`config.mk`:
```
export PLATFORM = sky130hd
export DESIGN_NAME = instr_wb_master
export DESIGN_NICKNAME = d
export VERILOG_FILES = /design/src/rtl/instr_wb_pkg.sv /design/src/rtl/instr_wb_master.sv
export SDC_FILE = /design/constraint.sdc
export NUM_CORES = 1
export LEC_CHECK = 0
export ABC_AREA = 1
export CAP_MARGIN = 20
export CORE_MARGIN = 1.5
export CORE_UTILIZATION = 50
export CTS_BUF_LIST = sky130_fd_sc_hd__clkbuf_16
export CTS_CLUSTER_DIAMETER = 200
export DETAILED_ROUTE_END_ITERATION = 16
export DONT_BUFFER_PORTS = 1
export HOLD_SLACK_MARGIN = 0.15
export PLACE_DENSITY_LB_ADDON = 0.25
export RECOVER_POWER = 50
export SYNTH_ARGS = -nofsm -noshare
export SYNTH_HDL_FRONTEND = slang
export SYNTH_SLANG_ARGS = --single-unit
```
`constraint.sdc`:
```
create_clock -name clk_i -period 4.4 [get_ports clk_i]
set_input_delay 1.32 -clock clk_i [delete_from_list [all_inputs] [get_ports clk_i]]
set_output_delay 1.32 -clock clk_i [all_outputs]
set_load 0.05 [all_outputs]
```
`src/rtl/instr_wb_pkg.sv`:
```
// Shared types and defaults for the instrumented Wishbone B4 pipelined master.
//   wb_req_t : one bus transfer (write enable, address, write data, byte select)
//   state_e  : bus-cycle state (IDLE, ACTIVE, one-cycle ABORT after a timeout)
package instr_wb_pkg;

  localparam int unsigned DEF_MAX_OUTSTANDING = 4;
  localparam int unsigned DEF_TIMEOUT         = 64;

  typedef struct packed {
    logic        we;
    logic [31:0] adr;
    logic [31:0] dat;
    logic [3:0]  sel;
  } wb_req_t;

  typedef enum logic [1:0] {
    IDLE   = 2'd0,
    ACTIVE = 2'd1,
    ABORT  = 2'd2
  } state_e;

endpackage

```
`src/rtl/instr_wb_master.sv`:
```
// Instrumented Wishbone B4 pipelined master.
// Turns valid/ready requests into pipelined Wishbone transfers, returns the
// acknowledged data in issue order and reports protocol errors, timeouts and
// traffic statistics.
//
// Ports:
//   clk_i, rst_ni                 clock, asynchronous active-low reset
//   req_valid_i / req_ready_o     request handshake
//   req_we_i/adr_i/dat_i/sel_i    request fields, captured on accept
//   resp_valid_o / resp_dat_o     one pulse per acknowledged transfer, data held
//   wb_*                          Wishbone B4 pipelined master interface
//   clear_i                       clears the sticky error flags
//   protocol_error_o, timeout_o   sticky error flags
//   issued_count_o                transfers issued (stb && !stall), wrapping
//   stall_cycles_o                cycles with stb && stall, wrapping
module instr_wb_master
  import instr_wb_pkg::*;
#(
  parameter int unsigned MAX_OUTSTANDING = DEF_MAX_OUTSTANDING,
  parameter int unsigned TIMEOUT         = DEF_TIMEOUT
) (
  input  logic        clk_i,
  input  logic        rst_ni,
  input  logic        req_valid_i,
  output logic        req_ready_o,
  input  logic        req_we_i,
  input  logic [31:0] req_adr_i,
  input  logic [31:0] req_dat_i,
  input  logic [3:0]  req_sel_i,
  output logic        resp_valid_o,
  output logic [31:0] resp_dat_o,
  output logic [31:0] wb_adr_o,
  output logic [31:0] wb_dat_o,
  input  logic [31:0] wb_dat_i,
  output logic        wb_we_o,
  output logic [3:0]  wb_sel_o,
  output logic        wb_stb_o,
  input  logic        wb_ack_i,
  output logic        wb_cyc_o,
  input  logic        wb_stall_i,
  input  logic        clear_i,
  output logic        protocol_error_o,
  output logic        timeout_o,
  output logic [31:0] issued_count_o,
  output logic [31:0] stall_cycles_o
);

  localparam int unsigned OW = $clog2(MAX_OUTSTANDING + 1);
  localparam int unsigned TW = $clog2(TIMEOUT + 1);
  localparam logic [OW:0]   MAX_OUT  = (OW + 1)'(MAX_OUTSTANDING);
  localparam logic [TW-1:0] TMO_LAST = TW'(TIMEOUT - 1);

  state_e        state_q, state_d;
  logic          stb_q, stb_d;
  wb_req_t       req_q, req_d;
  logic [OW-1:0] outst_q, outst_d;
  logic [TW-1:0] tmo_cnt_q, tmo_cnt_d;
  logic          resp_valid_q, resp_valid_d;
  logic [31:0]   resp_dat_q, resp_dat_d;
  logic          proto_err_q, proto_err_d;
  logic          timeout_q, timeout_d;
  logic [31:0]   issued_q, issued_d;
  logic [31:0]   stall_cnt_q, stall_cnt_d;

  logic          cyc;
  logic          issue;
  logic          valid_ack;
  logic          stray_ack;
  logic          aborting;
  logic          req_ready;
  logic          accept;
  logic          timeout_hit;
  logic [OW:0]   in_flight;

  assign aborting  = (state_q == ABORT);
  assign cyc       = stb_q || (outst_q != '0);
  assign issue     = stb_q && !wb_stall_i;
  // An ack only counts when something is outstanding; this also rejects an
  // ack arriving in the same cycle as the very first issue.
  assign valid_ack = wb_ack_i && (outst_q != '0);
  assign stray_ack = wb_ack_i && (outst_q == '0);

  // The strobe currently on the bus counts against the limit, so after an
  // accept outstanding + strobe never exceeds MAX_OUTSTANDING.
  assign in_flight = {1'b0, outst_q} + {{OW{1'b0}}, stb_q};
  assign req_ready = (!stb_q || !wb_stall_i) && (in_flight < MAX_OUT) && !aborting;
  assign accept    = req_valid_i && req_ready;

  // Fires on the cycle the counter would reach TIMEOUT, so cyc is low on the
  // TIMEOUT-th cycle after it rose without any ack.
  assign timeout_hit = cyc && !valid_ack && (tmo_cnt_q == TMO_LAST);

  // Datapath next-state.
  always_comb begin
    // NOTE: every variable gets a default before any branch so that no path
    // leaves it unassigned, which would otherwise infer a latch.
    stb_d        = stb_q;
    req_d        = req_q;
    outst_d      = outst_q;
    tmo_cnt_d    = tmo_cnt_q;
    resp_valid_d = valid_ack;
    resp_dat_d   = resp_dat_q;
    proto_err_d  = stray_ack || (proto_err_q && !clear_i);
    timeout_d    = timeout_hit || (timeout_q && !clear_i);
    issued_d     = issued_q + 32'(issue);
    stall_cnt_d  = stall_cnt_q + 32'(stb_q && wb_stall_i);

    if (valid_ack) begin
      resp_dat_d = wb_dat_i;
    end

    // Accept is only possible when the strobe is low or issuing, so the bus
    // fields stay frozen while stalled without an explicit hold term.
    if (accept) begin
      stb_d = 1'b1;
      req_d = '{we: req_we_i, adr: req_adr_i, dat: req_dat_i, sel: req_sel_i};
    end else if (issue) begin
      stb_d = 1'b0;
    end

    unique case ({issue, valid_ack})
      2'b10:   outst_d = outst_q + OW'(1);
      2'b01:   outst_d = outst_q - OW'(1);
      default: outst_d = outst_q;
    endcase

    if (!cyc || valid_ack) begin
      tmo_cnt_d = '0;
    end else begin
      tmo_cnt_d = tmo_cnt_q + TW'(1);
    end

    // Abort wins over everything above; a request accepted in this very
    // cycle is dropped together with the rest of the bus cycle.
    if (timeout_hit) begin
      stb_d     = 1'b0;
      outst_d   = '0;
      tmo_cnt_d = '0;
    end
  end

  // Cycle state next-state.
  always_comb begin
    state_d = state_q;
    unique case (state_q)
      IDLE:    if (accept) state_d = ACTIVE;
      ACTIVE: begin
        if (timeout_hit) begin
          state_d = ABORT;
        end else if (!stb_d && (outst_d == '0)) begin
          state_d = IDLE;
        end
      end
      ABORT:   state_d = IDLE;
      default: state_d = IDLE;
    endcase
  end

  // NOTE: state registers use non-blocking assignments so every register
  // samples the pre-edge values regardless of statement order.
  always_ff @(posedge clk_i or negedge rst_ni) begin
    if (!rst_ni) begin
      state_q      <= IDLE;
      stb_q        <= 1'b0;
      req_q        <= '0;
      outst_q      <= '0;
      tmo_cnt_q    <= '0;
      resp_valid_q <= 1'b0;
      resp_dat_q   <= '0;
      proto_err_q  <= 1'b0;
      timeout_q    <= 1'b0;
      issued_q     <= '0;
      stall_cnt_q  <= '0;
    end else begin
      state_q      <= state_d;
      stb_q        <= stb_d;
      req_q        <= req_d;
      outst_q      <= outst_d;
      tmo_cnt_q    <= tmo_cnt_d;
      resp_valid_q <= resp_valid_d;
      resp_dat_q   <= resp_dat_d;
      proto_err_q  <= proto_err_d;
      timeout_q    <= timeout_d;
      issued_q     <= issued_d;
      stall_cnt_q  <= stall_cnt_d;
    end
  end

  assign req_ready_o      = req_ready;
  assign resp_valid_o     = resp_valid_q;
  assign resp_dat_o       = resp_dat_q;
  assign wb_adr_o         = req_q.adr;
  assign wb_dat_o         = req_q.dat;
  assign wb_we_o          = req_q.we;
  assign wb_sel_o         = req_q.sel;
  assign wb_stb_o         = stb_q;
  assign wb_cyc_o         = cyc;
  assign protocol_error_o = proto_err_q;
  assign timeout_o        = timeout_q;
  assign issued_count_o   = issued_q;
  assign stall_cycles_o   = stall_cnt_q;

endmodule
```
==> results of run 1 <==
-- registers in the layout (all words and copies together), names as in the netlist, 2 cells and up --
signal	count
resp_dat_o	32
tmo_cnt_q	7
wb_sel_o	4
wb_adr_o	32
issued_count_o	32
outst_q	3
state_q	2
wb_dat_o	32
stall_cycles_o	32
-- area by class of cell --
type,instances,area [um2],area share [%]
clock inverter,15,191,2.21
timing repair buffer,6,41.3,0.476
multi-input combinational,638,3020,34.8
inverter,53,199,2.29
clock buffer,17,425,4.91
tap,211,264,3.04
sequential,181,4530,52.2
-- critical path: cells and delay by family --
family / cells / cell delay (ns)
simple gates: 3 / 0.36
buf+inv: 1 / 0.23
-- power breakdown --
group	internal, mW	total (mW)	switching, mW
Combinational	0.330	0.898	0.568
Sequential	2.11	4.14	2.03
Clock	0.912	1.59	0.682
Total	3.35	6.63	3.28
-- per-layer routing --
metal  global-route usage (%)  up-vias  part of all wire, %
met2                     36.8      218                   48
li1                         -     2771                    -
met5                        0        -                    0
met4                     9.19        0                  2.9
met1                     26.3     2682                   40
met3                     9.23       42                  8.4
-- cell usage in the layout, fill, tap and decap left out, types with 5 or more instances in the layout --
master / instances
sky130_fd_sc_hd__nand2_1: 423
sky130_fd_sc_hd__dfrtp_1: 181
sky130_fd_sc_hd__inv_1: 53
sky130_fd_sc_hd__nor2_1: 52
sky130_fd_sc_hd__xor2_1: 37
sky130_fd_sc_hd__nand3_1: 30
sky130_fd_sc_hd__nor3_1: 19
sky130_fd_sc_hd__clkbuf_16: 17
sky130_fd_sc_hd__xnor2_1: 15
sky130_fd_sc_hd__nand3b_1: 12
sky130_fd_sc_hd__nand4_1: 10
sky130_fd_sc_hd__nor3_2: 8
sky130_fd_sc_hd__ha_1: 6
sky130_fd_sc_hd__inv_6: 6
sky130_fd_sc_hd__buf_4: 5
-- stage by stage --
| step | hold WS (ns) | instances |
|---|---|---|
| 6_report | 0.459 | 1121 |
| 5_1_grt | 0.470 | 1121 |
| 4_1_cts | 0.461 | 1121 |
| 3_5_place_dp | 0.450 | 1089 |
| 3_3_place_gp | 0.447 | 1089 |
| 2_1_floorplan | 0.432 | 892 |
-- cells by family (layout without fill, tap and decap cells) --
logic type	Yosys count	in the layout	share of synthesized area, %
adders and majority gates	7	7	1.21
and+or+nand+nor	574	574	31.4
buffers and inverters	73	91	3.78
AOI/OAI and AO/OA	5	5	0.349
DFF	181	181	57.5
xor gates and xnor gates	52	52	5.78
-- worst paths after layout --
check | startpoint | end | slack (ns) | cells after the start
worst max-delay path | wb_stall_i | req_ready_o | 1.17 | 4
worst min-delay path | state_q[1] | state_q[1] | 0.46 | 1
worst max register to register | wb_stb_o | wb_dat_o[29] | 1.59 | 8
worst min register to register | state_q[1] | state_q[1] | 0.46 | 1
max in group asynchronous | rst_ni | tmo_cnt_q[4] | 3.50 | 0
min in group asynchronous | rst_ni | issued_count_o[29] | 0.58 | 0
-- cells in the mapped netlist --
library cell / instances / area (um2)
sky130_fd_sc_hd__a211oi_1: 1 / 7.51
sky130_fd_sc_hd__and3_1: 1 / 6.26
sky130_fd_sc_hd__buf_1: 2 / 7.51
sky130_fd_sc_hd__buf_2: 10 / 50.1
sky130_fd_sc_hd__buf_4: 3 / 22.5
sky130_fd_sc_hd__clkbuf_1: 5 / 18.8
sky130_fd_sc_hd__dfrtp_1: 181 / 4530
sky130_fd_sc_hd__fa_1: 1 / 20.0
sky130_fd_sc_hd__ha_1: 6 / 75.1
sky130_fd_sc_hd__inv_1: 52 / 195
sky130_fd_sc_hd__inv_2: 1 / 3.75
sky130_fd_sc_hd__nand2_1: 421 / 1580
sky130_fd_sc_hd__nand2_2: 4 / 25.0
sky130_fd_sc_hd__nand2_4: 1 / 11.3
sky130_fd_sc_hd__nand3_1: 27 / 135
sky130_fd_sc_hd__nand3_2: 5 / 50.1
sky130_fd_sc_hd__nand3b_1: 12 / 90.1
sky130_fd_sc_hd__nand4_1: 10 / 62.6
sky130_fd_sc_hd__nor2_1: 50 / 188
sky130_fd_sc_hd__nor2_2: 5 / 31.3
sky130_fd_sc_hd__nor2_4: 3 / 33.8
sky130_fd_sc_hd__nor3_1: 18 / 90.1
sky130_fd_sc_hd__nor3_2: 9 / 90.1
sky130_fd_sc_hd__nor3_4: 1 / 16.3
sky130_fd_sc_hd__nor3b_1: 5 / 37.5
sky130_fd_sc_hd__nor3b_2: 2 / 25.0
sky130_fd_sc_hd__o21ai_0: 4 / 20.0
sky130_fd_sc_hd__xnor2_1: 15 / 131
sky130_fd_sc_hd__xor2_1: 37 / 324
==> impl_summary.md, run 1 <==
Worst setup path
For the worst setup path, the data required time is approximately 3 ns. STA puts the critical path data arrival time at roughly 1.9 ns. The critical path start-end classification is in -> out. Walking the worst path, the cells encountered are nand2_1 > nand2_1 > nor3b_2 > buf_4. The critical-path maximum fanout is 3. The slowest stage of the critical path is the sky130_fd_sc_hd__buf_4 cell. The worst stage delay on the critical path is between 0.2 and 0.25 ns. STA classifies the critical path startpoint as an input pin. The sort of element at the end of the critical path is an output pin.

By instance count, the cell type seen most on the critical path is sky130_fd_sc_hd__nand2_1.

Placement
Port buffering added 0 buffers. Detailed placement ended at an HPWL of about 13000 um. Once placement finished, the instance area stood at around 0.008 mm2.

The setup slack at placement is ~1.2 ns. At the end of routability-driven placement, the weighted congestion stood at between 0.8 and 0.9.

Run
The max capacitance violation total is 1.

Power and ir drop
Summed over all cells, the static leakage comes to between 4 and 5 nW. In this run the power density over the cells is 765 mW/mm2. The worst voltage drop across the vdd grid is around 0.54 mV. Overall power consumption after layout is estimated at 6.63 mW.

Global routing
Entering global routing, the biggest net connects 182 pins. The number of global-route vias before repair is 5683. For this run, the total global-route usage over all layers was measured as between 20 and 25%.

After global routing the overflow that remains totals 0. The first global-routing pass estimated approximately 29000 um of wire. The number of antenna violations at the first check in global routing came to 0.

CTS
The quantity of gates resized following cts is 0. The buffer levels on the longest clock path is 2. The root buffer cell is sky130_fd_sc_hd__clkbuf_16.

The number of hold buffers added after CTS was 0. Clock tree synthesis inserted a total of 17 buffers. Buffers added to address setup during post-CTS repair amount to 0.

The clock tree from TritonCTS is built. The clock insertion delay at the later pin of the skew report is between 0.4 and 0.5 ns. The H-tree generated during clock tree synthesis spans 4 levels. The clock-pin transition on the worst setup and hold timing paths is 0.07 ns. The total clock sinks is roughly 180.

Layout
Summing all non-filler instances in the final layout gives an area of about 0.0087 mm2. In the final design database the tool counted 1011 nets. 0 antenna diodes ended up in the layout. At the end of the flow the core is filled with cells to about 57%. The number of fillers in the final layout is roughly 1400.

In the final layout, the share of cells above drive strength 1 is under 10%. Relative to the synthesized area, the layout overhead comes to 10.1%.

Synth
The summed instance area of the synthesized netlist is approximately 0.008 mm2. When the netlist entered floorplanning its net count stood at 1006. The synthesized area per cell is slightly below 9 um2. Synthesis handed over a netlist of about 890 instances. Sequential cells were found to cover between 50% and 60% of the synthesized design area. Counting flops and latches in the post-synthesis netlist gives around 180. For this run, the number of Yosys warnings is 0.

The number of different library cells used by synthesis comes to 29.

Die
The count of pins on the block boundary is between 200 and 300. The overall die width is 129 um. The total area inside the core boundary comes to about 0.015 mm2. The die is between 100 and 150 um tall. The initial utilization of the core area, before any placement, comes to approximately half.

After floorplanning, the core was divided into 45 placement rows. The die covers about 0.017 mm2.

Status
The flow ran to the end, but the final reports show violations. The checks that failed: capacitance limit, slew limit.

Routing
For this run, design rule violations remaining after detail routing come to 0. The iteration count of the initial detailed-routing pass is 4. The detailed-route wire length per cell is between 15 and 20 um. The number of nets with antenna violations after routing is 0. In this run, the number of DRC markers left after iteration 0 of detailed routing was ~360.

Using the TritonRoute via totals, the vias-per-cell ratio works out to a little over 5. The via count of the routed design is between 5000 and 6000. The final layout contains routed wiring with a total length of around 18000 um.

Timing
The worst-case headroom to the max-slew limit is -2.85%. The max-slew violation count is 52. The share of the cycle needed by the critical path after routing is between 70% and 80%. The count of final hold-check violations is 0. The minimum clock period is about 3.2 ns. For the final database, setup skew stands at 0.00878 ns. Setup violations remaining at the end of the flow were counted as 0. For this run, the top clock speed supported by timing is just over 0.3 GHz. For the final routed database, the setup TNS stands at 0 ns. Across all setup checks in the final design, the least slack found is between 1 and 1.5 ns. Setup repair after global routing left no endpoint under its margin.

The slew at the pin closest to its max-slew limit is about 1.5 ns.

Worst hold path
The worst min-delay path category is reg -> reg.
(Power assumes the default switching activity.)
==> run 2, diff against run 1 <==
==> constraint.sdc (replaced) <==
create_clock -name clk_i -period 2.6 [get_ports clk_i]
set_input_delay 0.78 -clock clk_i [delete_from_list [all_inputs] [get_ports clk_i]]
set_output_delay 0.78 -clock clk_i [all_outputs]
set_load 0.05 [all_outputs]
==> impl_summary.md, run 2 (same netlist as run 1, synthesis figures left out) <==
CTS
The number of buffers added by the clock tree synthesis step is 17 (unchanged). The clock tree from TritonCTS is built (unchanged). The post-CTS setup buffer count is 0 (unchanged). The root buffer cell is sky130_fd_sc_hd__clkbuf_16 (unchanged). The clock-pin transition on the worst setup and hold timing paths is 0.07 ns (about the same). The total clock sinks is 181 (unchanged). The buffer levels on the longest clock path is 2 (unchanged). The quantity of gates resized following cts was 0 (unchanged). The deepest level of the CTS H-tree is 4 (unchanged). The clock insertion delay at the later pin of the skew report is 0.43 ns (about the same).

Placement
The detailed placer's ending HPWL is 13200 um (was 13000 um). The number of buffers added on ports was 0 (unchanged). The setup slack at placement is 0.0529 ns (was 1.17 ns).

The cell area after placement is 0.00827 mm2 (was 0.00809 mm2). The final weighted congestion in routability-driven placement was 0.859 (was 0.855).

Global routing
The maximum number of pins on one net before global-route repair was 182 (unchanged). The overflow left after global routing is 0 (unchanged). The number of global-route vias before repair is 5652 (was 5683).

The number of antenna violations at the first check in global routing was 0 (unchanged). The first-pass GRT wire length is 28900 um (was 28700 um). The global routing usage summed across all routing layers is 22.6% (was 22.5%).

Die
The overall die width is 129 um (unchanged). The area of the die was 0.0165 mm2 (unchanged). The number of core rows is 45 (unchanged). The area of the core region came to 0.0153 mm2 (unchanged). The die height is 129 um (unchanged). The count of pins on the block boundary is 278 (unchanged). The effective utilization at floorplan is 51.4% (unchanged).

Timing
The post-route clock skew was 0.0134 ns (was 0.00878 ns). The number of setup violations in the final report is 0 (unchanged). The worst setup slack after layout is 0.297 ns (was 1.17 ns). The max-slew violation count is 0 (was 52).

The slew at the pin closest to its max-slew limit was 1.37 ns (was 1.54 ns). Timing would allow up to 0.434 GHz. The setup TNS is 0 ns (unchanged).

The count of final hold-check violations is 0 (unchanged). Setup repair after global routing missed its margin: false (unchanged). The worst path uses between 80 and 90% of the clock period. Counting I/O delays and the setup requirement, the final critical path takes 2.30 ns. The worst-case headroom to the max-slew limit is 8.45% (was -2.85%).

Layout
The layout net count is 1035 (was 1011). The most common library cell in the layout ignoring fill and taps is sky130_fd_sc_hd__nand2_1 (unchanged). The area growth from synthesis to layout came to 12.9% (was 10.1%). Most used cells in the layout excluding fill and tap cells: sky130_fd_sc_hd__nand2_1, sky130_fd_sc_hd__dfrtp_1, sky130_fd_sc_hd__inv_1, sky130_fd_sc_hd__nor2_1, sky130_fd_sc_hd__xor2_1 (unchanged).

The design area is 0.00889 mm2 (was 0.00867 mm2). The layout cell share with drive strength beyond 1 is 8.99% (was 6.48%). The multi-input gate area in the final layout came to 0.00303 mm2 (was 0.00302 mm2). The number of inserted diodes came to 0 (unchanged). The number of fillers in the final layout came to 1369 (was 1385). The sequential cell area is 0.00453 mm2 (unchanged).

Worst setup path
The length in cells of the worst reg-to-reg path is 13 (was 8). The category of the worst setup path launch point is a register (was input pin). The critical path start-end classification is reg -> out (was in -> out). The critical-path maximum fanout is 4 (was 3). The startpoint of the lowest-slack register-to-register path is wb_stb_o (unchanged).

The setup slack of the worst register-to-register path is 0.38 ns (was 1.59 ns). The endpoint of the lowest-slack register-to-register path is issued_count_o[30] (was wb_dat_o[29]). The sort of element at the end of the critical path is an output pin (unchanged). The arrival time at the worst endpoint came to 1.52 ns (was 1.91 ns). The required time at the endpoint of the critical path is 1.82 ns (was 3.08 ns).

Power and ir drop
The static power due to leakage was 4.61 nW (was 4.49 nW). The power density relative to cell area is 1290 mW/mm2 (was 765 mW/mm2). The worst voltage drop across the vdd grid is 0.809 mV (was 0.537 mV).

Routing
The via density per instance was 5.04 (was 5.10). The detailed-route wire length per cell is 16.0 um (was 16.3 um). The total wire length was 18300 um (about the same). The via count of the routed design came to 5768 (was 5713).

The detailed-route DRC error count is 0 (unchanged). The iteration count of the initial detailed-routing pass is 4 (unchanged). The number of nets with antenna violations after routing is 0 (unchanged).

The DRC violation total after the first TritonRoute iteration is 339 (was 361).

Status
Status: finished clean (was finished, violations left).

Run
The max capacitance violation total is 0 (was 1).

Worst hold path
The worst min-delay path category was in -> async (was reg -> reg).
==> run 2: cell count changes in the layout (fill, tap and decap cells not counted), sizes merged <==
| cell | before | now |
|---|---|---|
| buf | 5 | 27 |
| inv | 61 | 55 |
| clkinv | 4 | 7 |
| bufinv | 3 | 5 |
| clkbuf | 18 | 20 |
| clkinvlp | 0 | 1 |
==> run 2: report_power, final <==
group	total [mW]	internal, mW	switching, mW
registers	6.74	3.58	3.16
logic	1.89	0.638	1.25
clock network	2.83	1.72	1.12
==> run 2: worst max-delay path by stage <==
stage	end	cells past startpoint	from	slack, ns
after detailed placement	issued_count_o[30]	12	wb_stall_i	0.05
after floorplan	state_q[0]	11	wb_ack_i	0.20
after global placement	issued_count_o[30]	12	wb_stall_i	0.13
after CTS	wb_cyc_o	2	outst_q[1]	0.26
after global routing	issued_count_o[30]	13	wb_stb_o	0.18
final	wb_cyc_o	2	outst_q[1]	0.30
==> run 2: through the flow <==
stage / hold WS (ns) / total power, mW / cells / util (%)
finish: 0.0345 / 11.5 / 1145 / 58.1
global route: 0.00841 / 12.0 / 1145 / 58.1
CTS: 0.0198 / 11.6 / 1145 / 58.3
detailed placement: 0.456 / 8.73 / 1113 / 54.0
global placement: 0.446 / 8.66 / 1113 / 54.0
floorplan: 0.432 / 8.08 / 892 / -
==> run 2: cell type report <==
class,count,area share (%)
clock buffers,17,4.78
clock inverters,15,2.55
inverters,53,2.24
multi-input cells,638,34.1
flip-flops and latches,181,50.9
well taps,211,2.97
repair buffers,30,2.43
==> run 2: worst max-delay path, cell delays in order (launching register included) <==
cell,delay [ns]
sky130_fd_sc_hd__dfrtp_1,0.41
sky130_fd_sc_hd__nor2_1,0.20
sky130_fd_sc_hd__nand3_1,0.49
==> run 2: routing by layer <==
layer  vias up  GRT usage, %  wire length, um
met5         -             0                0
met4         0          10.8              610
met3        39          9.27             1620
met2       222          35.3             8560
met1      2683          27.5             7490
li1       2824             -                -
